$ cat config.mk
export PLATFORM = sky130hd
export DESIGN_NAME = hit_pair_pack_flat
export DESIGN_NICKNAME = d
export VERILOG_FILES = /design/src/rtl/hit_pair_pack_if.sv /design/src/rtl/hit_pair_pack.sv /design/src/flat_wrapper.sv
export SDC_FILE = /design/constraint.sdc
export NUM_CORES = 2
export LEC_CHECK = 0
export CORE_UTILIZATION = 59
export DETAILED_ROUTE_END_ITERATION = 12
export PLACE_DENSITY = 0.88
export SYNTH_ARGS = -nofsm -noshare
export SYNTH_HDL_FRONTEND = slang
export SYNTH_SLANG_ARGS = --single-unit
$ cat constraint.sdc
create_clock -name clk -period 14.95 [get_ports clk]
set_clock_uncertainty 0.2 [all_clocks]
set_input_delay 2.2425 -clock clk [delete_from_list [all_inputs] [get_ports clk]]
set_output_delay 2.2425 -clock clk [all_outputs]
set_load 0.01 [all_outputs]
$ cat src/rtl/hit_pair_pack_if.sv
`default_nettype none
// ============================================================================
// Module   : hit_pair_pack_if
// Purpose  : Bundle of the single-lane R16 hit input, the upstream hold
//            flag, the downstream stall flag and the two-lane R18 output
//            of the hit pair packer.
// Revision : 1.0 - initial release
// ============================================================================
interface hit_pair_pack_if #(
  parameter int SIGFIG = 24,
  parameter int AXIS   = 3,
  parameter int COLORS = 3
);
  // Upstream (R16) side: one hit per cycle
  logic signed [AXIS-1:0][SIGFIG-1:0]          hit_R16S;
  logic        [COLORS-1:0][SIGFIG-1:0]        color_R16U;
  logic                                        hit_valid_R16H;
  logic                                        tri_last_R16H;
  logic                                        halt_RnnnnL;

  // Downstream (R18) side: two lanes, lane 0 is the older hit
  logic                                        halt_R18L;
  logic signed [1:0][AXIS-1:0][SIGFIG-1:0]     hit_R18S;
  logic        [1:0][COLORS-1:0][SIGFIG-1:0]   color_R18U;
  logic        [1:0]                           hit_valid_R18H;

  // Environment view: drives hits and the downstream stall
  modport master (
    output hit_R16S, color_R16U, hit_valid_R16H, tri_last_R16H, halt_R18L,
    input  halt_RnnnnL, hit_R18S, color_R18U, hit_valid_R18H
  );

  // Packer view
  modport slave (
    input  hit_R16S, color_R16U, hit_valid_R16H, tri_last_R16H, halt_R18L,
    output halt_RnnnnL, hit_R18S, color_R18U, hit_valid_R18H
  );
endinterface : hit_pair_pack_if
`default_nettype wire

$ cat src/rtl/hit_pair_pack.sv
`default_nettype none
// ============================================================================
// Module   : hit_pair_pack
// Purpose  : Buffers single-lane hit samples in a small FIFO and emits them
//            two at a time to the two-lane z-buffer stage. Only hits of the
//            same triangle are paired; a lone hit goes out single at the end
//            of its triangle or after an idle timeout.
// Revision : 1.0 - initial release
// ============================================================================
module hit_pair_pack #(
  parameter int SIGFIG   = 24,
  parameter int RADIX    = 10,
  parameter int AXIS     = 3,
  parameter int COLORS   = 3,
  parameter int DEPTH    = 8,
  parameter int WAIT_CYC = 4
) (
  input  wire logic      clk,
  input  wire logic      rst,   // asynchronous, active-low
  hit_pair_pack_if.slave bus
);

  // --------------------------------------------------------------------------
  // Constants and types
  // --------------------------------------------------------------------------
  localparam int c_PTR_W = $clog2(DEPTH);
  localparam int c_CNT_W = c_PTR_W + 1;
  localparam int c_TMO_W = (WAIT_CYC < 1) ? 1 : $clog2(WAIT_CYC + 1);

  localparam logic [c_CNT_W-1:0] c_FULL = c_CNT_W'(DEPTH);
  localparam logic [c_CNT_W-1:0] c_ONE  = c_CNT_W'(1);
  localparam logic [c_CNT_W-1:0] c_TWO  = c_CNT_W'(2);
  localparam logic [c_TMO_W-1:0] c_WAIT = c_TMO_W'(WAIT_CYC);

  typedef logic signed [AXIS-1:0][SIGFIG-1:0] hit_t;
  typedef logic        [COLORS-1:0][SIGFIG-1:0] col_t;

  // IDLE: FIFO empty. WAIT: a lone non-last hit sits at the head and the
  // timeout counter is allowed to run. ACTIVE: anything else.
  typedef enum logic [1:0] {
    S_IDLE   = 2'd0,
    S_WAIT   = 2'd1,
    S_ACTIVE = 2'd2
  } state_t;

  // Elaboration-time sanity checks on the configuration
  generate
    if ((DEPTH < 4) || ((DEPTH & (DEPTH - 1)) != 0)) begin : g_bad_depth
      $error("hit_pair_pack: DEPTH must be a power of two and at least 4");
    end
    if ((RADIX < 0) || (RADIX >= SIGFIG)) begin : g_bad_radix
      $error("hit_pair_pack: RADIX must lie in [0, SIGFIG)");
    end
  endgenerate

  // --------------------------------------------------------------------------
  // Storage and state
  // --------------------------------------------------------------------------
  hit_t               r_hit_mem [DEPTH];
  col_t               r_col_mem [DEPTH];
  logic [DEPTH-1:0]   r_last_mem;

  logic [c_PTR_W-1:0] r_rd_ptr;
  logic [c_PTR_W-1:0] r_wr_ptr;
  logic [c_CNT_W-1:0] r_count;
  logic [c_TMO_W-1:0] r_tmo;
  state_t             r_state;

  logic signed [1:0][AXIS-1:0][SIGFIG-1:0]   r_hit_o;
  logic        [1:0][COLORS-1:0][SIGFIG-1:0] r_col_o;
  logic        [1:0]                         r_valid_o;

  // --------------------------------------------------------------------------
  // Combinational control
  // --------------------------------------------------------------------------
  logic               w_not_full;
  logic               w_push;
  logic               w_run;
  logic               w_head_last;
  logic [c_PTR_W-1:0] w_rd_p1;
  logic               w_pair;
  logic               w_single;
  logic [1:0]         w_pop_n;
  logic [c_CNT_W-1:0] w_cnt_nxt;
  logic [c_CNT_W-1:0] w_left;
  logic [c_PTR_W-1:0] w_rd_nxt;
  logic               w_nxt_head_last;
  state_t             w_state_nxt;

  assign w_not_full  = (r_count < c_FULL);
  assign w_push      = bus.hit_valid_R16H & w_not_full;
  assign w_run       = bus.halt_R18L;
  assign w_head_last = r_last_mem[r_rd_ptr];
  assign w_rd_p1     = r_rd_ptr + c_PTR_W'(1);

  // Pop decision, made against the FIFO contents before this cycle's push
  always_comb begin
    w_pair   = 1'b0;
    w_single = 1'b0;
    if (w_run) begin
      if ((r_count >= c_TWO) && !w_head_last) begin
        w_pair = 1'b1;
      end else if ((r_count != '0) && w_head_last) begin
        w_single = 1'b1;
      end else if ((r_state == S_WAIT) && (r_tmo == c_WAIT)) begin
        w_single = 1'b1;
      end
    end
  end

  assign w_pop_n   = w_pair ? 2'd2 : (w_single ? 2'd1 : 2'd0);
  assign w_cnt_nxt = r_count + c_CNT_W'(w_push) - c_CNT_W'(w_pop_n);
  assign w_left    = r_count - c_CNT_W'(w_pop_n);
  assign w_rd_nxt  = r_rd_ptr + c_PTR_W'(w_pop_n);

  // Next state: classify the FIFO as it will look after this edge. When no
  // old entry survives the pops, the new head is the hit being pushed now.
  always_comb begin
    w_nxt_head_last = r_last_mem[w_rd_nxt];
    if (w_left == '0) begin
      w_nxt_head_last = bus.tri_last_R16H;
    end
    w_state_nxt = S_ACTIVE;
    if (w_cnt_nxt == '0) begin
      w_state_nxt = S_IDLE;
    end else if ((w_cnt_nxt == c_ONE) && !w_nxt_head_last) begin
      w_state_nxt = S_WAIT;
    end
  end

  // --------------------------------------------------------------------------
  // Sequential logic
  // --------------------------------------------------------------------------

  // State register
  always_ff @(posedge clk or negedge rst) begin
    if (!rst) begin
      r_state <= S_IDLE;
    end else begin
      r_state <= w_state_nxt;
    end
  end

  // FIFO payload write; contents need no reset because pointers gate reads
  always_ff @(posedge clk) begin
    if (w_push) begin
      r_hit_mem[r_wr_ptr]  <= bus.hit_R16S;
      r_col_mem[r_wr_ptr]  <= bus.color_R16U;
      r_last_mem[r_wr_ptr] <= bus.tri_last_R16H;
    end
  end

  // FIFO pointers and occupancy; push and pop may coincide
  always_ff @(posedge clk or negedge rst) begin
    if (!rst) begin
      r_rd_ptr <= '0;
      r_wr_ptr <= '0;
      r_count  <= '0;
    end else begin
      r_wr_ptr <= r_wr_ptr + c_PTR_W'(w_push);
      r_rd_ptr <= w_rd_nxt;
      r_count  <= w_cnt_nxt;
    end
  end

  // Idle timeout: counts while a lone non-last hit waits and nothing arrives,
  // clears on any pop or push, saturates, and freezes under downstream stall
  always_ff @(posedge clk or negedge rst) begin
    if (!rst) begin
      r_tmo <= '0;
    end else if (w_push || w_pair || w_single) begin
      r_tmo <= '0;
    end else if (w_run && (r_state == S_WAIT) && (r_tmo != c_WAIT)) begin
      r_tmo <= r_tmo + c_TMO_W'(1);
    end
  end

  // R18 output lanes: load on pop, drop valid on an idle run cycle, hold on stall
  always_ff @(posedge clk or negedge rst) begin
    if (!rst) begin
      r_hit_o   <= '0;
      r_col_o   <= '0;
      r_valid_o <= 2'b00;
    end else if (w_pair || w_single) begin
      r_hit_o[0] <= r_hit_mem[r_rd_ptr];
      r_col_o[0] <= r_col_mem[r_rd_ptr];
      if (w_pair) begin
        r_hit_o[1] <= r_hit_mem[w_rd_p1];
        r_col_o[1] <= r_col_mem[w_rd_p1];
        r_valid_o  <= 2'b11;
      end else begin
        r_hit_o[1] <= '0;
        r_col_o[1] <= '0;
        r_valid_o  <= 2'b01;
      end
    end else if (w_run) begin
      r_valid_o <= 2'b00;
    end
  end

  // --------------------------------------------------------------------------
  // Outputs
  // --------------------------------------------------------------------------
  assign bus.halt_RnnnnL    = w_not_full;
  assign bus.hit_R18S       = r_hit_o;
  assign bus.color_R18U     = r_col_o;
  assign bus.hit_valid_R18H = r_valid_o;

endmodule : hit_pair_pack
`default_nettype wire
$ cat src/flat_wrapper.sv
// flat-port wrapper written by rule: the top's interface ports become plain ports
module hit_pair_pack_flat 
#(
  parameter int SIGFIG   = 24,
  parameter int RADIX    = 10,
  parameter int AXIS     = 3,
  parameter int COLORS   = 3,
  parameter int DEPTH    = 8,
  parameter int WAIT_CYC = 4
)
  (clk, rst, bus_hit_R16S, bus_color_R16U, bus_hit_valid_R16H, bus_tri_last_R16H, bus_halt_R18L, bus_halt_RnnnnL, bus_hit_R18S, bus_color_R18U, bus_hit_valid_R18H);
  hit_pair_pack_if #(.SIGFIG(SIGFIG), .AXIS(AXIS), .COLORS(COLORS)) bus_i ();
  input  wire logic clk;
  input  wire logic rst;
  input wire logic [$bits(bus_i.hit_R16S)-1:0] bus_hit_R16S;
  input wire logic [$bits(bus_i.color_R16U)-1:0] bus_color_R16U;
  input wire logic [$bits(bus_i.hit_valid_R16H)-1:0] bus_hit_valid_R16H;
  input wire logic [$bits(bus_i.tri_last_R16H)-1:0] bus_tri_last_R16H;
  input wire logic [$bits(bus_i.halt_R18L)-1:0] bus_halt_R18L;
  output wire logic [$bits(bus_i.halt_RnnnnL)-1:0] bus_halt_RnnnnL;
  output wire logic [$bits(bus_i.hit_R18S)-1:0] bus_hit_R18S;
  output wire logic [$bits(bus_i.color_R18U)-1:0] bus_color_R18U;
  output wire logic [$bits(bus_i.hit_valid_R18H)-1:0] bus_hit_valid_R18H;
  assign bus_i.hit_R16S = bus_hit_R16S;
  assign bus_i.color_R16U = bus_color_R16U;
  assign bus_i.hit_valid_R16H = bus_hit_valid_R16H;
  assign bus_i.tri_last_R16H = bus_tri_last_R16H;
  assign bus_i.halt_R18L = bus_halt_R18L;
  assign bus_halt_RnnnnL = bus_i.halt_RnnnnL;
  assign bus_hit_R18S = bus_i.hit_R18S;
  assign bus_color_R18U = bus_i.color_R18U;
  assign bus_hit_valid_R18H = bus_i.hit_valid_R18H;
  hit_pair_pack #(.SIGFIG(SIGFIG), .RADIX(RADIX), .AXIS(AXIS), .COLORS(COLORS), .DEPTH(DEPTH), .WAIT_CYC(WAIT_CYC)) u_core (.clk(clk), .rst(rst), .bus(bus_i));
endmodule
==> Word level (Yosys, flattened, before mapping) <==
Memories as Yosys holds them, arrays and structs flattened. A register that Yosys moved wholly into a read port is not among the register bits.
Cells that the tools add are included.
{ "word_totals": {"reg_bits": 169, "mem_bits_rw": 1152, "inputBits": 149, "out_inout_bits": 291, "word_cells": 79, "n_memories": 2} }
{ "memory_table": {"columns": ["memory", "depth", "word_bits", "rd", "rd_clocked_by_memory_dff", "wr", "line", "text"], "rows": [
  ["u_core.r_col_mem", 8, 72, 2, 1, 1, "hit_pair_pack.sv:60", "col_t r_col_mem [DEPTH];"],
  ["u_core.r_hit_mem", 8, 72, 2, 1, 1, "hit_pair_pack.sv:59", "hit_t r_hit_mem [DEPTH];"]
]} }
{ "op_classes": {"n_addsub": 7, "magnitude_cmp": 6, "n_eq_ne": 4, "muxes": 27, "bitwise": 1, "reduce_logical": 19} }
{ "ops": {"columns": ["op", "count"], "rows": [
  ["72-bit 2-to-1 mux", 2],
  ["1-bit 2-to-1 mux", 13],
  ["3-bit by 4-bit less-than comparator with 1-bit output, second input constant", 3],
  ["2-bit 2-to-1 mux", 6],
  ["8-bit bitwise mux", 1],
  ["4-bit zero test", 2],
  ["4-bit by 2-bit subtractor with 4-bit output", 2],
  ["1-bit logical AND", 7],
  ["3-bit by 1-bit adder with 3-bit output, second input constant", 2],
  ["1-bit binary-select mux with 3-bit select", 2],
  ["3-bit 2-to-1 mux", 2],
  ["4-bit by 1-bit adder with 4-bit output", 1],
  ["4-bit by 1-bit equality test with 1-bit output, second input constant", 1],
  ["4-bit by 2-bit greater-or-equal comparator with 1-bit output, second input constant", 1],
  ["1-bit zero test", 4],
  ["4-bit less-than comparator, second input constant", 1],
  ["2-bit nonzero test", 2],
  ["4-bit nonzero test", 1],
  ["3-bit by 1-bit adder with 3-bit output", 1],
  ["3-bit by 2-bit adder with 3-bit output", 1],
  ["1-bit demux with 3-bit select", 1],
  ["3-bit equality test, second input constant", 1],
  ["3-bit by 1-bit greater-or-equal comparator with 1-bit output, second input constant", 1],
  ["1-bit logical OR", 3],
  ["3 further kinds", 3]
]} }

==> Depth between registers and ports, before layout <==
{ "depth": {"depth_word": 16, "depth_mapped": 17, "mapped_depth_nobuf": 15} }

==> Worst setup path before layout <==
No wires, ideal clock.
{ "synth_timing": {"path_type": "input to register", "startpoint": "input bus_hit_valid_R16H", "endpoint": "memory u_core.r_col_mem[0][0] (netlist name), enable pin", "setup_ns": 0.827, "t_arrival_ns": 12.524, "t_required_ns": 13.923, "path_slack_ns": 1.400, "stages": 3, "path_buffers": 0, "path_cell_list": "nor2b_1 nand2b_1 nor3_1"} }
{ "synth_via": {"elab_chain_len": 3} }
{ "synth_lines": {"columns": ["element", "line", "text"], "rows": [
  ["from (decl)", "flat_wrapper.sv:17", "input wire logic [$bits(bus_i.hit_valid_R16H)-1:0] bus_hit_valid_R16H;"],
  ["1-bit AND", "hit_pair_pack.sv:91", "assign w_push = bus.hit_valid_R16H & w_not_full;"],
  ["1-bit 2-to-1 mux", "hit_pair_pack.sv:146", "if (w_push) begin"],
  ["1-bit 2-to-1 mux (implied by the code)", "hit_pair_pack.sv:148", "r_col_mem[r_wr_ptr] <= bus.color_R16U;"],
  ["to (decl)", "hit_pair_pack.sv:60", null]
]} }
No other way between the ends.

==> Final worst setup path <==
{ "layout_timing": {"startpoint": "input bus_hit_valid_R16H", "endpoint": "memory u_core.r_hit_mem[5][37] (netlist name), enable pin"} }
{ "layout_via": {"elab_chain_len": 3} }
{ "layout_lines": {"columns": ["element", "line", "text"], "rows": [
  ["1-bit AND", "hit_pair_pack.sv:91", null],
  ["1-bit 2-to-1 mux", "hit_pair_pack.sv:146", null],
  ["1-bit 2-to-1 mux (implied by the code)", "hit_pair_pack.sv:147", "r_hit_mem[r_wr_ptr] <= bus.hit_R16S;"],
  ["to (decl)", "hit_pair_pack.sv:59", null]
]} }
No other way between the ends.

==> metrics.txt <==
max-slew violation count=0; Compound-Gate Fraction of Synth Area=2.511%; sequential power share=34.8%; setup TNS=0 ns; fin crit period=5.747 ns; drt total wl=157800 um; number of antenna violations at the first check in global routing=11; CP arrival=5.92 ns; syn_area_per_cell=19.32 sq um; clock latency on the worst-skew pair=0.76 ns; WP buf/inv=3; Slew HR=27.36%; Post-synth EDFFs=1160; drt drc=0; Async S/R FF share, synth=20.82%; pre-CTS WS=8.543 ns; Min-Delay Path Depth=2; adder-cell share of the synthesized area=0.3354%; final setup fails=0; worst vdd ir=0.0003133 V; drt wl/cell=30.48 um; yosys warns=0; Max Cap Viol=0; PostCTS Resize Cnt=0; Synth Flop Type=edfxtp_1; routability cong.=0.7841; hold endpoint=u_core.bus.color_R18U[82]; critical path class=primary input to flip-flop; first-pass GRT wire length=233500 um; largest net degree at the start of global routing=150; crit-path max cell delay=0.77 ns; main combinational cell family by area after synthesis=multiplexers; Critical Path Sink Type=flip-flop; Mapped Cells=3245; crit path launch type=primary input; critical-path cell list=clkdlybuf4s50_1 > nor2b_1 > nand2_1 > nor2_4 > buf_4 > buf_4; post-route setup slack=9.203 ns; First-pass DRT Iterations=6; via count=35786; switching power share of the total=35.01%; cell row count=119; io pins=440; NetSw=5.630 mW; critical path's most frequent cell=buf_4; CTS buffer count=145; top-area cell type share of the netlist area=55.57%; Die Span X=327.9 um; Filler cells=6022; combinational share of power=43.0%; Total GRT Usage=29.60%; Syn Nets=3409; clock slew at reported path FFs=0.06 ns; area of the core=0.1053 sq mm; area leader, netlist=edfxtp_1; Worst-Margin Slew=1.090 ns; worst-path fanout max=43; Reg2Reg Depth=7; Fin. Hold Viols=0; LEAKAGE=25.11 nW; post-synthesis sequential area ratio=67.75%; die area=0.1075 sq mm; hold_ws=0.2782 ns; area occupied by multi-input gates=0.01927 sq mm; Peak Freq=0.1740 GHz; TritonCTS clock tree=built; initial DRC count=4125; status=finished clean; area grow syn2layout=16.64%; Synth cell types=42; post-route ant nets=0; min-delay src=u_core.bus.color_R18U[82]; Detailed Place HPWL=85720 um; RSZ-0062 raised after global routing=no; Port Buffers=439; vias per cell=6.914; power after layout=16.08 mW; Root Driver=clkbuf_16; most common cell in the synthesized netlist=edfxtp_1; CP max stage cell=nor2_4; Post-CTS Hold Buffers=0; CP required=15.12 ns; top cells by area, synth=edfxtp_1 56%, mux4_2 21%, dfrtp_1 12%; share of cells above drive strength 1=22.59%; Clock Tree Buf Depth=3; Initial Util=59.54%; post-synthesis mux area share=25.45%; total grt overflow=0; Synth Area in Simple Gates=2.176%; RR Startpoint=u_core.r_rd_ptr[0]; Pwr Density=220.0 mW/mm^2; Post-Synth XOR/XNOR Area=0.1118%; clock power share=22.1%; worst hold path class=flip-flop to flip-flop; #FFs+latches synth=1465; Synth Cell Area=0.06268 sq mm; vias in the first global route=37471; sequential standard cell area=0.04248 sq mm; Top delay family on crit path=buffers and inverters; Worst R2R Setup Slack=9.40 ns; Chip Height=327.9 um; Internal=10.45 mW; Nets=3822; Post-synth top cells=1160 x edfxtp_1, 578 x mux4_2, 305 x dfrtp_1; Setup Buffers After CTS=0; total number of H-tree levels=4; period utilization=38.44%; clock sinks=1465; reg-to-reg endpoint=u_core.bus.color_R18U[104]
==> worst register-to-register path, stage by stage, from the launching register on <==
cell and delay, ns:
dfrtp_4 1.07, buf_12 0.64, ha_4 0.84, buf_4 0.93
buf_12 0.68, mux4_2 0.68, mux2i_1 0.18, o21ai_0 0.13
==> registers in the layout (all words and copies together), names as in the netlist <==
register,count
u_core.r_last_mem,8
u_core.r_wr_ptr,3
u_core.r_tmo,3
u_core.r_rd_ptr,3
u_core.r_count,4
u_core.r_col_mem,576
u_core.bus.color_R18U,144
u_core.bus.hit_R18S,144
u_core.r_hit_mem,576
u_core.bus.hit_valid_R18H,2
u_core.r_state,2
==> per-layer routing <==
layer | up-vias | track usage (%) | wire length, um
li1 | 14141 | - | -
met1 | 18644 | 37.40 | 54510
met2 | 2546 | 49.39 | 80680
met3 | 443 | 7.041 | 16590
met4 | 12 | 12.73 | 5939
met5 | - | 0 | 72
==> cells by family after synthesis <==
| kind of cell | Yosys count |
|---|---|
| compound gates | 305 |
| xor+xnor | 8 |
| fa+ha+maj | 15 |
| buf+inv | 242 |
| flops | 1465 |
| mux | 871 |
| simple gates | 339 |
==> cells in the final DEF, fill, tap and decap left out, types with 6 or more instances in the layout <==
cell and instances:
a21oi_1 145, buf_12 10, buf_4 42, clkbuf_1 50, clkbuf_16 148, clkbuf_8 18, clkdlybuf4s50_1 438, clkinv_1 18
clkinv_2 15, clkinv_8 6, dfrtp_1 302, edfxtp_1 1160, ha_1 11, inv_1 17, mux2i_1 291, mux4_2 578
nand2_1 151, nand2b_1 7, nor2_1 150, nor2_4 6, nor3_1 6, o21ai_0 133, o21ai_1 16
==> power groups by stage <==
stage / Combinational (mW) / Clock [mW] / Sequential [mW]
2_1_floorplan: 4.68 / 0 / 5.66
3_3_place_gp: 6.66 / 0 / 5.61
3_5_place_dp: 6.85 / 0 / 5.65
4_1_cts: 6.95 / 3.59 / 5.59
5_1_grt: 7.33 / 3.74 / 5.65
6_report: 6.92 / 3.56 / 5.60
==> how the worst max path moves through the flow <==
stage          slack [ns]                   endpoint  cells after the start          startpoint
3_5_place_dp         8.54    u_core.r_hit_mem[5][12]                      6  bus_hit_valid_R16H
2_1_floorplan        1.40     u_core.r_col_mem[0][0]                      3  bus_hit_valid_R16H
5_1_grt              8.93  u_core.bus.color_R18U[80]                      7  u_core.r_rd_ptr[0]
3_3_place_gp         8.68    u_core.r_hit_mem[5][12]                      6  bus_hit_valid_R16H
6_report             9.20    u_core.r_hit_mem[5][37]                      6  bus_hit_valid_R16H
4_1_cts              9.13  u_core.bus.color_R18U[75]                      7  u_core.r_rd_ptr[0]
==> final cells by class <==
class	count	share of cell area [%]
Clock buffer	216	5.661
Multi-Input combinational cell	1538	26.36
Sequential cell	1465	58.10
Clock inverter	53	0.6691
Antenna cell	5	0.01711
Timing Repair Buffer	491	6.722
Tap cell	1391	2.381
Inverter	17	0.08728
==> through the flow <==
stage | util, % | cells | instance area [sq um]
2_1_floorplan | - | 3245 | 62680
3_3_place_gp | 65.04 | 4902 | 68470
3_5_place_dp | 65.04 | 4902 | 68470
4_1_cts | 69.44 | 5171 | 73100
5_1_grt | 69.45 | 5175 | 73110
6_report | 69.45 | 5176 | 73110
Power figures use the tool's default switching activity.
